## config.mk

```make
export PLATFORM = sky130hd
export DESIGN_NAME = mem_arbiter
export DESIGN_NICKNAME = d
export VERILOG_FILES = /design/src/rtl/mem_arbiter.sv
export SDC_FILE = /design/constraint.sdc
export NUM_CORES = 1
export LEC_CHECK = 0
export CORE_AREA = 4 4 72 101
export CTS_CLUSTER_SIZE = 28
export DETAILED_ROUTE_END_ITERATION = 10
export DIE_AREA = 0 0 76 105
export MAX_ROUTING_LAYER = met4
export PLACE_DENSITY = 0.76
export RECOVER_POWER = 25
export SKIP_CTS_REPAIR_TIMING = 1
export SYNTH_ARGS = -nofsm -noshare
export SYNTH_HDL_FRONTEND = slang
export SYNTH_SLANG_ARGS = --single-unit
```

## constraint.sdc

```tcl
create_clock -name i_clock -period 3 [get_ports i_clock]
set_input_delay 0.3 -clock i_clock [delete_from_list [all_inputs] [get_ports i_clock]]
set_output_delay 0.3 -clock i_clock [all_outputs]
set_load 0.01 [all_outputs]
```

## src/rtl/mem_arbiter.sv

```systemverilog
// Two-requester memory arbiter: round-robin access to one RAM port plus a memory-mapped LED register.
// Optional MEM_ARB_LOCK_EN adds lock0/lock1 ports and an ownership FSM (IDLE/OWN0/OWN1).
module mem_arbiter #(
    parameter int unsigned ADDR_W = 16,
    parameter int unsigned DATA_W = 16
) (
    input  logic              i_clock,
    input  logic              i_reset,
    input  logic              i_req0,
    input  logic              i_req1,
    input  logic              i_we0,
    input  logic              i_we1,
    input  logic [ADDR_W-1:0] i_addr0,
    input  logic [ADDR_W-1:0] i_addr1,
    input  logic [DATA_W-1:0] i_wdata0,
    input  logic [DATA_W-1:0] i_wdata1,
`ifdef MEM_ARB_LOCK_EN
    input  logic              i_lock0,
    input  logic              i_lock1,
`endif
    output logic              o_gnt0,
    output logic              o_gnt1,
    output logic              o_rvalid0,
    output logic              o_rvalid1,
    output logic [DATA_W-1:0] o_rdata,
    output logic [ADDR_W-1:0] o_mem_addr,
    output logic [DATA_W-1:0] o_mem_data,
    output logic              o_mem_wren,
    input  logic [DATA_W-1:0] i_mem_q,
    output logic [DATA_W-1:0] o_led
);

    localparam logic [3:0] REGION_RAM = 4'h0;
    localparam logic [3:0] REGION_LED = 4'h1;

    logic              r_last;
    logic              r_rvalid0;
    logic              r_rvalid1;
    logic              r_rd_is_ram;
    logic [DATA_W-1:0] r_rd_reg;
    logic [DATA_W-1:0] r_led;

    logic              w_rr_gnt0;
    logic              w_rr_gnt1;
    logic              w_gnt0;
    logic              w_gnt1;
    logic              w_any_gnt;
    logic              w_we;
    logic [ADDR_W-1:0] w_addr;
    logic [DATA_W-1:0] w_wdata;
    logic [3:0]        w_region;
    logic              w_ram_sel;
    logic              w_led_sel;
    logic              w_rd_gnt;

    // Round-robin: on contention the requester that did not win last time goes first.
    assign w_rr_gnt0 = i_req0 & (~i_req1 | r_last);
    assign w_rr_gnt1 = i_req1 & (~i_req0 | ~r_last);

`ifdef MEM_ARB_LOCK_EN
    typedef enum logic [1:0] {
        ST_IDLE = 2'd0,
        ST_OWN0 = 2'd1,
        ST_OWN1 = 2'd2
    } lock_state_t;

    lock_state_t r_state;
    lock_state_t w_state_next;

    always_ff @(negedge i_clock) begin
        if (i_reset) begin
            r_state <= ST_IDLE;
        end else begin
            r_state <= w_state_next;
        end
    end

    // While a requester owns the port, the other one is held off.
    always_comb begin
        w_state_next = r_state;
        w_gnt0       = w_rr_gnt0;
        w_gnt1       = w_rr_gnt1;
        case (r_state)
            ST_IDLE: begin
                if (w_rr_gnt0 && i_lock0) begin
                    w_state_next = ST_OWN0;
                end else if (w_rr_gnt1 && i_lock1) begin
                    w_state_next = ST_OWN1;
                end
            end
            ST_OWN0: begin
                w_gnt0 = i_req0;
                w_gnt1 = 1'b0;
                if (!i_lock0) begin
                    w_state_next = ST_IDLE;
                end
            end
            ST_OWN1: begin
                w_gnt0 = 1'b0;
                w_gnt1 = i_req1;
                if (!i_lock1) begin
                    w_state_next = ST_IDLE;
                end
            end
            default: begin
                w_state_next = ST_IDLE;
            end
        endcase
    end
`else
    assign w_gnt0 = w_rr_gnt0;
    assign w_gnt1 = w_rr_gnt1;
`endif

    // Mux the granted requester onto the shared access path.
    assign w_any_gnt = w_gnt0 | w_gnt1;
    assign w_we      = w_gnt1 ? i_we1    : i_we0;
    assign w_addr    = w_gnt1 ? i_addr1  : i_addr0;
    assign w_wdata   = w_gnt1 ? i_wdata1 : i_wdata0;
    assign w_region  = w_addr[15:12];
    assign w_ram_sel = (w_region == REGION_RAM);
    assign w_led_sel = (w_region == REGION_LED);
    assign w_rd_gnt  = w_any_gnt & ~w_we;

    assign o_gnt0     = w_gnt0;
    assign o_gnt1     = w_gnt1;
    assign o_mem_addr = w_any_gnt ? w_addr  : '0;
    assign o_mem_data = w_any_gnt ? w_wdata : '0;
    assign o_mem_wren = w_any_gnt & w_we & w_ram_sel & ~i_reset;

    always_ff @(negedge i_clock) begin
        if (i_reset) begin
            r_last    <= 1'b1;
            r_led     <= '0;
            r_rvalid0 <= 1'b0;
            r_rvalid1 <= 1'b0;
        end else begin
            if (w_gnt0) begin
                r_last <= 1'b0;
            end else if (w_gnt1) begin
                r_last <= 1'b1;
            end
            if (w_any_gnt && w_we && w_led_sel) begin
                r_led <= w_wdata;
            end
            r_rvalid0 <= w_gnt0 & ~i_we0;
            r_rvalid1 <= w_gnt1 & ~i_we1;
        end
    end

    // Read-return source: RAM data arrives next cycle; LED/unmapped values are captured at grant.
    always_ff @(negedge i_clock) begin
        if (w_rd_gnt) begin
            r_rd_is_ram <= w_ram_sel;
            r_rd_reg    <= w_led_sel ? r_led : '0;
        end
    end

    assign o_rdata   = r_rd_is_ram ? i_mem_q : r_rd_reg;
    assign o_rvalid0 = r_rvalid0;
    assign o_rvalid1 = r_rvalid1;
    assign o_led     = r_led;

endmodule

```

==> results of run 1 <==
## cell type report
cell class	instances	area, sq um	area share, %
flip-flops and latches	36	892	20.3
multi-input cells	176	1310	29.7
inverters	3	28.8	0.654
repair buffers	197	1840	41.8
well taps	74	92.6	2.10
clock buffers	5	68.8	1.56
clock inverters	38	169	3.84
## logic make-up after synthesis
kind of cell | Yosys count | share of synthesized area, %
muxes | 33 | 18.6
DFF | 36 | 40.8
buffers and inverters | 20 | 4.42
AOI/OAI and AO/OA | 38 | 12.4
and+or+nand+nor | 105 | 23.7
## path summary, 6_finish.rpt
| kind | from | endpoint | cells after the start |
|---|---|---|---|
| worst max-delay path | r_last | o_mem_wren | 7 |
| worst max register to register | r_last | o_led[9] | 8 |
| worst min register to register | o_led[15] | o_led[15] | 2 |
| worst min-delay path | o_led[15] | o_led[15] | 2 |
## where the power goes
group / leakage (uW) / switching (uW) / internal (uW)
Combinational: 0.00185 / 204 / 284
Sequential: 0.000323 / 7.10 / 537
Clock: 0.000247 / 282 / 303
## metal layers
layer / global-route usage [%] / wire, um / up-vias
met5: - / 0 / -
met4: 8.52 / 189 / 0
met3: 4.31 / 500 / 16
met2: 33.1 / 4580 / 125
met1: 17.5 / 2800 / 1192
li1: - / - / 1254
## cell usage after synthesis
| master | instances |
|---|---|
| nor3_1 | 2 |
| mux2_4 | 9 |
| nor2_4 | 1 |
| mux2i_1 | 1 |
| a22o_1 | 17 |
| nor4b_1 | 2 |
| buf_1 | 4 |
| nor2b_1 | 26 |
| a21oi_1 | 17 |
| nor4_1 | 1 |
| a21bo_2 | 1 |
| nor2_1 | 1 |
| and2b_1 | 5 |
| inv_1 | 3 |
| o21ai_1 | 1 |
| mux2_2 | 22 |
| dfxtp_1 | 19 |
| a32oi_2 | 1 |
| mux2i_2 | 1 |
| edfxtp_1 | 17 |
| or4_1 | 2 |
| buf_2 | 3 |
| buf_6 | 2 |
| nand2b_1 | 2 |
| clkbuf_1 | 7 |
| o22ai_1 | 1 |
| nor3b_1 | 1 |
| inv_4 | 1 |
| nand2_1 | 62 |
## critical path, stage by stage, from the launching register on
cell,delay [ns]
dfxtp_2,0.33
a21bo_4,0.22
buf_12,0.13
clkinv_8,0.06
a32oi_4,0.05
buf_6,0.13
nor3b_2,0.19
buf_2,0.16
## stage by stage
| stage | setup TNS [ns] | power [uW] | area [sq um] |
|---|---|---|---|
| floorplan | -3.23 | 804 | 2240 |
| global placement | -41.64 | 1110 | 4080 |
| detailed placement | -44.80 | 1120 | 4080 |
| CTS | -46.93 | 1650 | 4320 |
| global route | -16.94 | 1730 | 4400 |
| finish | -13.09 | 1620 | 4400 |
==> implementation parameters, run 1 <==
Parameter                              Value

Drt
  Pre-antenna DRT Iters ... 6
  Remaining antenna violation count after routing ... 0
  Mean routed wirelength per cell ... between 15 and 20 um
  Iteration-0 DRC Markers ... 69
  Total wire length ... a little over 8 mm
  Routed vias ... approximately 2.6k
  Post-route DRC ... 0
  Via density per instance ... 4.89

Timing
  Setup repair after global routing missed its margin ... true
  Final hold slack ... between 0.5 and 0.6 ns
  Clock tree skew after final layout ... approximately 0.015 ns
  Post-layout worst setup margin ... -0.405 ns
  Slew Limit Headroom ... about 75%
  Tightest Pin Transition ... between 0.3 and 0.4 ns
  Final count of pins violating max slew ... 0
  Setup violation total in the final timing report ... between 60 and 70
  Hold violation count in the final report ... 0

Clocking
  Number of buffers created by CTS ... 5
  Clock tree buffer depth ... 2
  Clk sinks ... 36
  Clock transition time at the flip-flop clock pins of the worst setup and hold paths ... 0.03 ns
  H-tree depth reported by CTS ... 2
  Clock root buffer master ... clkbuf_8
  Later-pin clock latency in the skew report ... 0.35 ns
  Clock tree from TritonCTS ... built

Global route
  Global-route usage over all layers ... a little under a fifth
  Vias in the first global route ... ~2.7k
  First-pass GRT wire length ... between 10 and 15 mm
  Antenna violations before repair ... 0
  Maximum number of pins on one net before global-route repair ... 28
  GRT overflow ... 0

Die
  Die Wd ... about 76 um
  Number of placed I/O pins ... about 160
  Die Outline Area ... between 0.007 and 0.008 sq mm
  Y dimension of the die ... roughly 110 um
  CORE AREA ... ~0.0064 sq mm
  Site row count ... 35
  Initial core utilization ... 33.9%

Pwr
  Leakage ... between 0.002 and 0.0025 uW
  VDD IR-drop max ... around 0.18 mV
  Power density over the cells ... 367 mW/mm^2

Run status
  Status ... finished, violations left
  Violations in the final reports ... setup timing

Cells and area
  Highest-count cells in the layout ignoring fill and taps ... 75 x clkdlybuf4s50_1, 54 x nand2_1, 44 x clkbuf_2, 38 x inv_1, 27 x buf_4
  Share of final-layout standard cells stronger than drive strength 1 ... between 30% and 40%
  Core occupancy in the finished layout ... 68.4%
  Number of non-filler instances in the completed layout ... 529
  Filler cell count in the final layout ... about 500
  Commonest non-fill, non-tap cell in the layout ... clkdlybuf4s50_1
  Area grow syn2layout ... 102%
  Post-layout net count ... about 540
  Antenna diode instance count ... 0

Place
  DPL Wire Length ... around 5.9 mm
  Placer's final routability congestion estimate ... 0.769
  Port-buffer cells ... roughly 150
  Number of instances in the placed design ... 473
  Post-place setup slack ... -0.591 ns

Synthesis
  Number of distinct library cells after synthesis ... 29
  Synthesis Warnings ... 0
  Post-synthesis sequential element count ... 36
  Most area-hungry cell type in the Yosys netlist ... edfxtp_1
  Yosys top cell area share ... about a quarter
  Largest cells by area after synthesis ... edfxtp_1 23%, dfxtp_1 17%, mux2_2 11%, nand2_1 11%, nor2b_1 7.5%
  Cell count after synthesis ... around 230
  Net count after synthesis ... approximately 320
  Synthesized area ... between 0.002 and 0.0025 sq mm
  Synthesized area divided by synthesized cell count ... 9.41 sq um
  Fraction of the yosys area taken by sequential cells ... approximately two fifths

Setup path
  Kind of critical path ... reg2out
  Required time of the worst setup path ... approximately 2.7 ns
  Critical Path End Type ... output port
  Minimum setup slack among reg-to-reg paths ... 1.33 ns
  Worst Path Arrival ... 3.11 ns
  Maximum net fanout on the critical path ... 5
  Critical Path Start Type ... flop

Worst hold path
  Path type of the worst min-delay path ... reg2reg

Flow run
  Max Cap Viol ... 0
Power figures use the tool's default switching activity.
==> run 2: changes to the inputs <==
--- a/config.mk
+++ b/config.mk
@@ -5,12 +5,13 @@
 export SDC_FILE = /design/constraint.sdc
 export NUM_CORES = 1
 export LEC_CHECK = 0
-export CORE_AREA = 4 4 72 101
+export CORE_AREA = 4 4 56 79
 export CTS_CLUSTER_SIZE = 28
 export DETAILED_ROUTE_END_ITERATION = 10
-export DIE_AREA = 0 0 76 105
+export DIE_AREA = 0 0 60 83
+export DONT_BUFFER_PORTS = 1
 export MAX_ROUTING_LAYER = met4
-export PLACE_DENSITY = 0.76
+export PLACE_DENSITY = 0.71
 export RECOVER_POWER = 25
 export SKIP_CTS_REPAIR_TIMING = 1
 export SYNTH_ARGS = -nofsm -noshare
==> run 2 against run 1 <==
Against the previous run: the run still ends with setup timing left; sequential share of layout area rose by 13 points; core utilization rose by 2.9 points; routed wire length fell by 29%; sequential cell count did not move; combinational power fell by 52%; clock power rose by 3%; die area fell by 38%; design area fell by 39%; sequential power barely moved; critical path depth did not move; critical path type unchanged.
==> implementation parameters, run 2 (synthesis gave the netlist of run 1 again) <==
Parameter                              Value

Clocking
  Clock transition time at the flip-flop clock pins of the worst setup and hold paths ... 0.04 ns (about the same)
  Later-pin clock latency in the skew report ... 0.36 ns (about the same)
  Clock root buffer master ... clkbuf_8
  Clk sinks ... 36 (unchanged)
  Number of buffers created by CTS ... 5 (unchanged)
  Clock tree buffer depth ... 2 (unchanged)
  H-tree depth reported by CTS ... 2 (unchanged)
  Clock tree from TritonCTS ... built

Global route
  Routing layer with the top usage in global route ... met2
  Global-route usage over all layers ... 23.4% (+5.3 points)
  First-pass GRT wire length ... 8.83 mm (-24%)
  GR Layer Usage met2 ... 37.7% (+4.6 points)
  Maximum number of pins on one net before global-route repair ... 37 (+32%)
  Grt met3 use ... 8.86% (+4.6 points)
  Fraction of met1 tracks used by global routing ... 24.5% (+7.0 points)
  Antenna violations before repair ... 0 (unchanged)
  Vias in the first global route ... 1988 (-25%)
  GRT overflow ... 0 (unchanged)

Cells and area
  Number of non-filler instances in the completed layout ... 322 (-39%)
  Antenna diode instance count ... 0 (unchanged)
  Post-layout net count ... 364 (-33%)
  Area grow syn2layout ... 23.5%
  Highest-count cells in the layout ignoring fill and taps ... 59 x nand2_1, 39 x inv_1, 26 x nor2b_1, 22 x mux2_2, 18 x dfxtp_1
  Share of final-layout standard cells stronger than drive strength 1 ... 26.9% (-7.0 points)
  Filler cell count in the final layout ... 303 (-39%)
  Commonest non-fill, non-tap cell in the layout ... nand2_1

Die
  CORE AREA ... 0.00378 sq mm (-41%)
  Die Outline Area ... 0.00498 sq mm (-38%)
  Initial core utilization ... 57.7% (+24 points)
  Number of placed I/O pins ... 155 (unchanged)
  Site row count ... 27 (-23%)
  Y dimension of the die ... 83 um (-21%)
  Die Wd ... 60 um (-21%)

Pwr
  Leakage ... 0.00126 uW (-48%)
  Power density over the cells ... 513 mW/mm^2 (+40%)
  VDD IR-drop max ... 0.418 mV (+130%)

Place
  Port-buffer cells ... 0 (-100%)
  Number of instances in the placed design ... 276 (-42%)
  DPL Wire Length ... 4.32 mm (-26%)
  Placer's final routability congestion estimate ... 0.741 (-3.6%)

Timing
  Sum Neg Setup Slack ... -8.54 ns (+4.55 ns)
  Post-layout worst setup margin ... -0.358 ns (+0.0478 ns)
  Hold violation count in the final report ... 0 (unchanged)
  Slew Limit Headroom ... 78.0% (+3.3 points)
  Final count of pins violating max slew ... 0 (unchanged)
  Clock tree skew after final layout ... 0.0130 ns (-0.00209 ns)
  Setup violation total in the final timing report ... 50 (-24%)
  Setup repair after global routing missed its margin ... true
  Tightest Pin Transition ... 0.327 ns (-0.0523 ns)

Drt
  Iteration-0 DRC Markers ... 21 (-70%)
  Routed vias ... 1887 (-27%)
  Total wire length ... 5.76 mm (-29%)
  Pre-antenna DRT Iters ... 4 (-2)
  Post-route DRC ... 0 (unchanged)
  Mean routed wirelength per cell ... 17.9 um (+17%)
  Remaining antenna violation count after routing ... 0 (unchanged)
  Via density per instance ... 5.86 (+20%)

Setup path
  Maximum net fanout on the critical path ... 4 (-1)
  Critical Path Start Type ... flop
  Critical Path End Type ... output port
  Worst Path Arrival ... 3.06 ns (-0.05 ns)
  Required time of the worst setup path ... 2.70 ns (about the same)
  Kind of critical path ... reg2out

Run status
  Violations in the final reports ... setup timing
  Status ... finished, violations left

Worst hold path
  Path type of the worst min-delay path ... reg2reg

Flow run
  Max Cap Viol ... 0 (unchanged)
[run 2: layout make-up]
cell class                 count  area [sq um]  area share [%]
clock buffer                   5          68.8            2.55
clock inverter                39           175            6.50
inverter                       3          16.3           0.604
multi-input combinational    176          1270            47.1
sequential                    36           892            33.1
tap                           43          53.8            2.00
timing repair buffer          20           220            8.17
[run 2: routing by layer]
metal	part of all wire (%)	wire length [um]
met5	0	0
met2	52	3020
met4	1.9	112
met1	34	1970
met3	11	654
[run 2: path summary, 6_finish.rpt]
kind	from	end	slack [ns]	cells past startpoint
worst max register to register	r_last	r_rd_reg[8]	1.19	6
worst max-delay path	r_last	o_mem_wren	-0.36	7
worst min register to register	r_last	r_last	0.49	2
worst min-delay path	r_last	r_last	0.49	2
[run 2: critical path, stage by stage (launching register included)]
cell and delay [ns]:
dfxtp_2 0.33, a21bo_4 0.23, clkinv_4 0.07, buf_6 0.10, nor2_2 0.04, a21oi_2 0.14, nor3b_2 0.17, buf_4 0.15
[run 2: report_power, final]
part,internal (uW),total [uW],switching (uW)
Sequential,537,546,9.40
Clock,308,604,296
Combinational,104,233,129
Total,949,1380,434
[run 2: metrics by stage]
step / worst slack [ns] / total power (uW) / area (sq um) / hold WS, ns / utilization [%]
2_1_floorplan: -0.103 / 804 / 2240 / 0.455 / -
3_3_place_gp: -0.0871 / 845 / 2390 / 0.460 / 63.1
3_5_place_dp: -0.139 / 849 / 2390 / 0.481 / 63.1
4_1_cts: -0.516 / 1390 / 2630 / 0.488 / 69.4
5_1_grt: -0.454 / 1500 / 2700 / 0.527 / 71.2
6_report: -0.358 / 1380 / 2700 / 0.488 / 71.2
==> run 3: changes to the inputs <==
--- a/config.mk
+++ b/config.mk
@@ -14,6 +14,7 @@
 export PLACE_DENSITY = 0.71
 export RECOVER_POWER = 25
 export SKIP_CTS_REPAIR_TIMING = 1
+export SKIP_LAST_GASP = 1
 export SYNTH_ARGS = -nofsm -noshare
 export SYNTH_HDL_FRONTEND = slang
 export SYNTH_SLANG_ARGS = --single-unit
==> results of run 3 <==
Final layout, timing and power as in run 2 (identical DEF).
==> variant 1 (settings of run 2) <==
Add a define of `MEM_ARB_LOCK_EN`.
--- a/src/rtl/mem_arbiter.sv
+++ b/src/rtl/mem_arbiter.sv
@@ -1,5 +1,7 @@
 // Two-requester memory arbiter: round-robin access to one RAM port plus a memory-mapped LED register.
 // Optional MEM_ARB_LOCK_EN adds lock0/lock1 ports and an ownership FSM (IDLE/OWN0/OWN1).
+`define MEM_ARB_LOCK_EN
+
 module mem_arbiter #(
     parameter int unsigned ADDR_W = 16,
     parameter int unsigned DATA_W = 16
Interface: changed (added i_lock0 and i_lock1); port bits go from 155 to 157. The function was not compared with the original's and may differ.
==> variant 1 against run 2 <==
The flow still finishes with violations (setup timing); design area grew 12%; wire length grew 17%; count of clock-buffer cells in the layout is the same; register-to-register slack lost 490 ps; clock skew grew 19 ps; area after synthesis grew 2.8%; setup slack lost 440 ps; sequential cell count grew 2; worst hold slack gained 99 ps.
Power is not compared: it rests on default switching activity, and its combinational part moved more than twofold at a synthesized area within 25%.
==> variant 1: results (changes against run 2) <==
Largest net degree at the start of global routing -> 23 (was 37)
Worst hold start -> o_led[11] (was r_last)
Total Routing Usage GR -> 0.262 (was 0.234)
First-pass GRT wire length -> 9.74 mm (was 8.83 mm)
Total Nets Final -> 384 (was 364)
Gpl congestion -> 0.793 (was 0.741)
Arr. time, crit path -> 3500 ps (was 3060 ps)
Filler Cells Inserted -> 257 (was 303)
Area contributors post-synth -> edfxtp_1, dfxtp_1, mux2i_1 (was edfxtp_1, dfxtp_1, mux2_2)
RR Startpoint -> r_state[1] (was r_last)
Final setup margin -> -800 ps (was -358 ps)
Worst R2R Path Depth -> 9 (was 6)
Sequential share of the synthesized area -> 0.415 (was 0.408)
DR WL/cell -> 20.0 um (was 17.9 um)
Vias in the first global route -> 2226 (was 1988)
Top_reg_cell synth -> dfxtp_1 (unchanged)
Final global-route overflow total -> 0 (unchanged)
Initial DRC Count -> 109 (was 21)
Post-synth top cells -> a21oi_1, dfxtp_1, nor2_1 (was nand2_1, nor2b_1, mux2_2)
Critical path fanouts, max -> 6 (was 4)
Total number of vias -> 2088 (was 1887)
Cell count after synthesis -> 221 (was 232)
Final Non-Filler Cells -> 337 (was 322)
H-tree levels -> 2 (unchanged)
Finish-stage setup viols -> 65 (was 50)
Hold Path Sink -> o_led[11] (was r_last)
Num CTS Buffers -> 5 (unchanged)
R2r setup slk -> 700 ps (was 1190 ps)
HPWL Detailed -> 4.74 mm (was 4.32 mm)
Failing checks -> setup timing (unchanged)
Worst-Skew Late Latency -> 380 ps (was 360 ps)
Slew at the pin closest to its max-slew limit -> 579 ps (was 327 ps)
Setup slack at placement -> -473 ps (was -139 ps)
Critical R2R Capture -> r_rd_reg[2] (was r_rd_reg[8])
Placed insts -> 289 (was 276)
Clock Skew -> 32.2 ps (was 13.0 ps)
Share of post-route cells with drive strength above 1 -> 0.378 (was 0.269)
Synth cell types -> 34 (was 29)
Outcome -> finished, violations left (unchanged)
Syn nets -> 312 (was 318)
-- variant 1: how the worst max path moves through the flow --
| stage | from | end | slack [ps] |
|---|---|---|---|
| 3_3_place_gp | r_state[1] | o_mem_addr[9] | -420 |
| 4_1_cts | r_state[1] | o_mem_addr[9] | -860 |
| 2_1_floorplan | r_state[1] | o_mem_wren | -410 |
| 5_1_grt | r_state[1] | o_mem_wren | -900 |
| 3_5_place_dp | r_state[1] | o_mem_addr[9] | -470 |
| 6_report | r_state[1] | o_mem_wren | -800 |
-- variant 1: layer usage --
| metal | GRT usage | part of all wire | wire, um |
|---|---|---|---|
| met5 | - | 0 | 0 |
| met1 | 0.251 | 0.33 | 2210 |
| met2 | 0.429 | 0.56 | 3790 |
| met3 | 0.0964 | 0.088 | 592 |
| met4 | 0.157 | 0.021 | 140 |
-- variant 1: power groups by stage --
stage          clock network (uW)  logic, uW  registers [uW]
6_report                      567        876             635
5_1_grt                       656        933             638
4_1_cts                       577        781             636
3_5_place_dp                 78.7        773             643
3_3_place_gp                 78.7        755             638
2_1_floorplan                78.7        557             633
-- variant 1: area by class of cell --
type	instances	area share
Clock buffer	5	0.0229
Clock inverter	41	0.0533
Inverter	7	0.00957
Multi-Input combinational cell	160	0.452
Sequential cell	38	0.310
Tap cell	43	0.0179
Timing Repair Buffer	43	0.134
-- variant 1: kinds of logic after synthesis --
logic type	Yosys count	synth area share
adder cells (fa/ha/maj)	3	0.0167
AND/OR/NAND/NOR	60	0.142
buffers and inverters	23	0.0457
multiplexers	35	0.171
flip-flops	38	0.415
AO/OA/AOI/OAI	62	0.210
-- variant 1: critical path, stage by stage (launching register included) --
cell      delay, ps
dfxtp_2         320
inv_2            50
ha_4            250
nand3b_1        200
nand3_4         170
a21oi_1          90
a21oi_2         170
nor4b_4         230
buf_4           160
-- variant 1: metrics by stage --
stage / total power, uW / util / setup TNS, ps / hold slack [ps] / area, um2
6_report: 2080 / 0.795 / -25540 / 587 / 3010
3_3_place_gp: 1470 / 0.698 / -17100 / 562 / 2640
4_1_cts: 1990 / 0.758 / -28170 / 589 / 2870
2_1_floorplan: 1270 / - / -13540 / 448 / 2340
5_1_grt: 2230 / 0.795 / -30570 / 614 / 3010
3_5_place_dp: 1490 / 0.698 / -20950 / 586 / 2640
==> variant 2 (settings of run 2) <==
Without the edit above. `DATA_W`: 16 -> 12.
--- a/src/rtl/mem_arbiter.sv
+++ b/src/rtl/mem_arbiter.sv
@@ -2,7 +2,7 @@
 // Optional MEM_ARB_LOCK_EN adds lock0/lock1 ports and an ownership FSM (IDLE/OWN0/OWN1).
 module mem_arbiter #(
     parameter int unsigned ADDR_W = 16,
-    parameter int unsigned DATA_W = 16
+    parameter int unsigned DATA_W = 12
 ) (
     input  logic              i_clock,
     input  logic              i_reset,
Ports: changed (6 resized); port bits go from 155 to 131. No check against the original RTL was run, so the function may have changed too.
==> variant 2 against run 2 <==
The flow still finishes with violations (setup timing); via count decreased by 17%; sequential cell count is 8 lower; setup slack improved by 65 ps; combinational power decreased by 3%; power shrank 28%; die area did not move; register-to-register slack better by 40 ps; wire length decreased by 12%; design area fell by 16%; area after synthesis decreased by 21%; critical path type unchanged; largest power group is now sequential cells.
==> variant 2: results (changes against run 2) <==
Outcome -> finished, violations left (unchanged)
Failing checks -> setup timing (unchanged)
Cell family with most CP delay -> simple AND/OR/NAND/NOR gates (was compound AO/OA/AOI/OAI gates)
Max_slew headroom -> 0.730 (was 0.780)
Fin Setup TNS -> -8030 ps (was -8540 ps)
Total number of vias -> 1565 (was 1887)
Synth warn -> 0 (unchanged)
Synth cell types -> 30 (was 29)
Metal-1 WL -> 1.63 mm (was 1.97 mm)
Final setup margin -> -292 ps (was -358 ps)
Drt via density -> 6.14 (was 5.86)
Largest net degree at the start of global routing -> 30 (was 37)
Area contributors post-synth -> edfxtp_1, dfxtp_1, a22o_1 (was edfxtp_1, dfxtp_1, mux2_2)
Post-synthesis compound-gate area fraction -> 0.171 (was 0.124)
Met3 wire len -> 473 um (was 654 um)
Metal2 WL -> 2.91 mm (was 3.02 mm)
Multiplexer area fraction after synthesis -> 0.169 (was 0.186)
Critical path fanouts, max -> 6 (was 4)
Psw -> 329 uW (was 434 uW)
Gpl congestion -> 0.781 (was 0.741)
Share of post-route cells with drive strength above 1 -> 0.344 (was 0.269)
First-pass GRT wire length -> 7.21 mm (was 8.83 mm)
Num CTS Buffers -> 3 (was 5)
Post-synth top cells -> nand2_1, a22o_1, dfxtp_1 (was nand2_1, nor2b_1, mux2_2)
LEAKAGE -> 0.00100 uW (was 0.00126 uW)
Post-Route WL -> 5.09 mm (was 5.76 mm)
Arr. time, crit path -> 2990 ps (was 3060 ps)
Syn nets -> 250 (was 318)
Total Nets Final -> 287 (was 364)
Placed insts -> 218 (was 276)
Sequential share of the synthesized area -> 0.400 (was 0.408)
Initial DRC Count -> 49 (was 21)
HPWL Detailed -> 3.72 mm (was 4.32 mm)
Finish-stage setup viols -> 43 (was 50)
Post-synth EDFFs -> 13 (was 17)
Mean post-synth cell area -> 9.82 um2 (was 9.41 um2)
Total Routing Usage GR -> 0.188 (was 0.234)
[variant 2: routing by layer]
| metal | vias to the layer above | global-route usage |
|---|---|---|
| li1 | 718 | - |
| met1 | 733 | 0.175 |
| met2 | 107 | 0.341 |
| met3 | 7 | 0.0451 |
| met4 | 0 | 0.0907 |
| met5 | - | - |
[variant 2: tightest hold or removal path: stages, from the launching register on]
cell	delay, ps
dfxtp_2	340
a21oi_1	70
nand2_1	60
[variant 2: logic make-up (layout without fill, tap and decap cells)]
logic type	count (synthesis)	in the layout
buffers and inverters	18	54
AND/OR/NAND/NOR	66	66
multiplexers	25	25
flip-flops	28	28
AO/OA/AOI/OAI	39	39
[variant 2: metrics by stage]
step                worst slack [ps]  cell area [um2]
floorplan                       -109             1820
global placement                -142             1880
detailed placement              -177             1880
CTS                             -522             2030
global route                    -342             2250
finish                          -292             2250
[variant 2: path summary, 6_finish.rpt]
path / from / to / slack, ps / cells past startpoint
max: r_last / o_mem_addr[1] / -290 / 5
min: r_last / r_last / 510 / 2
max reg2reg: r_last / o_led[2] / 1230 / 5
min reg2reg: r_last / r_last / 510 / 2
[variant 2: final cells by class]
class | count | area, um2
Sequential cell | 28 | 692
Multi-Input combinational cell | 130 | 1110
Timing Repair Buffer | 19 | 230
Clock inverter | 29 | 110
Clock buffer | 3 | 41.3
Inverter | 3 | 16.3
Fill cell | 315 | 1530
Tap cell | 43 | 53.8
[variant 2: power by group through the flow]
stage | logic (uW) | registers (uW) | clock network, uW
final | 227 | 425 | 346
after global routing | 242 | 426 | 400
after CTS | 183 | 425 | 358
after detailed placement | 181 | 430 | 58.6
after global placement | 180 | 429 | 58.6
after floorplan | 156 | 428 | 58.6
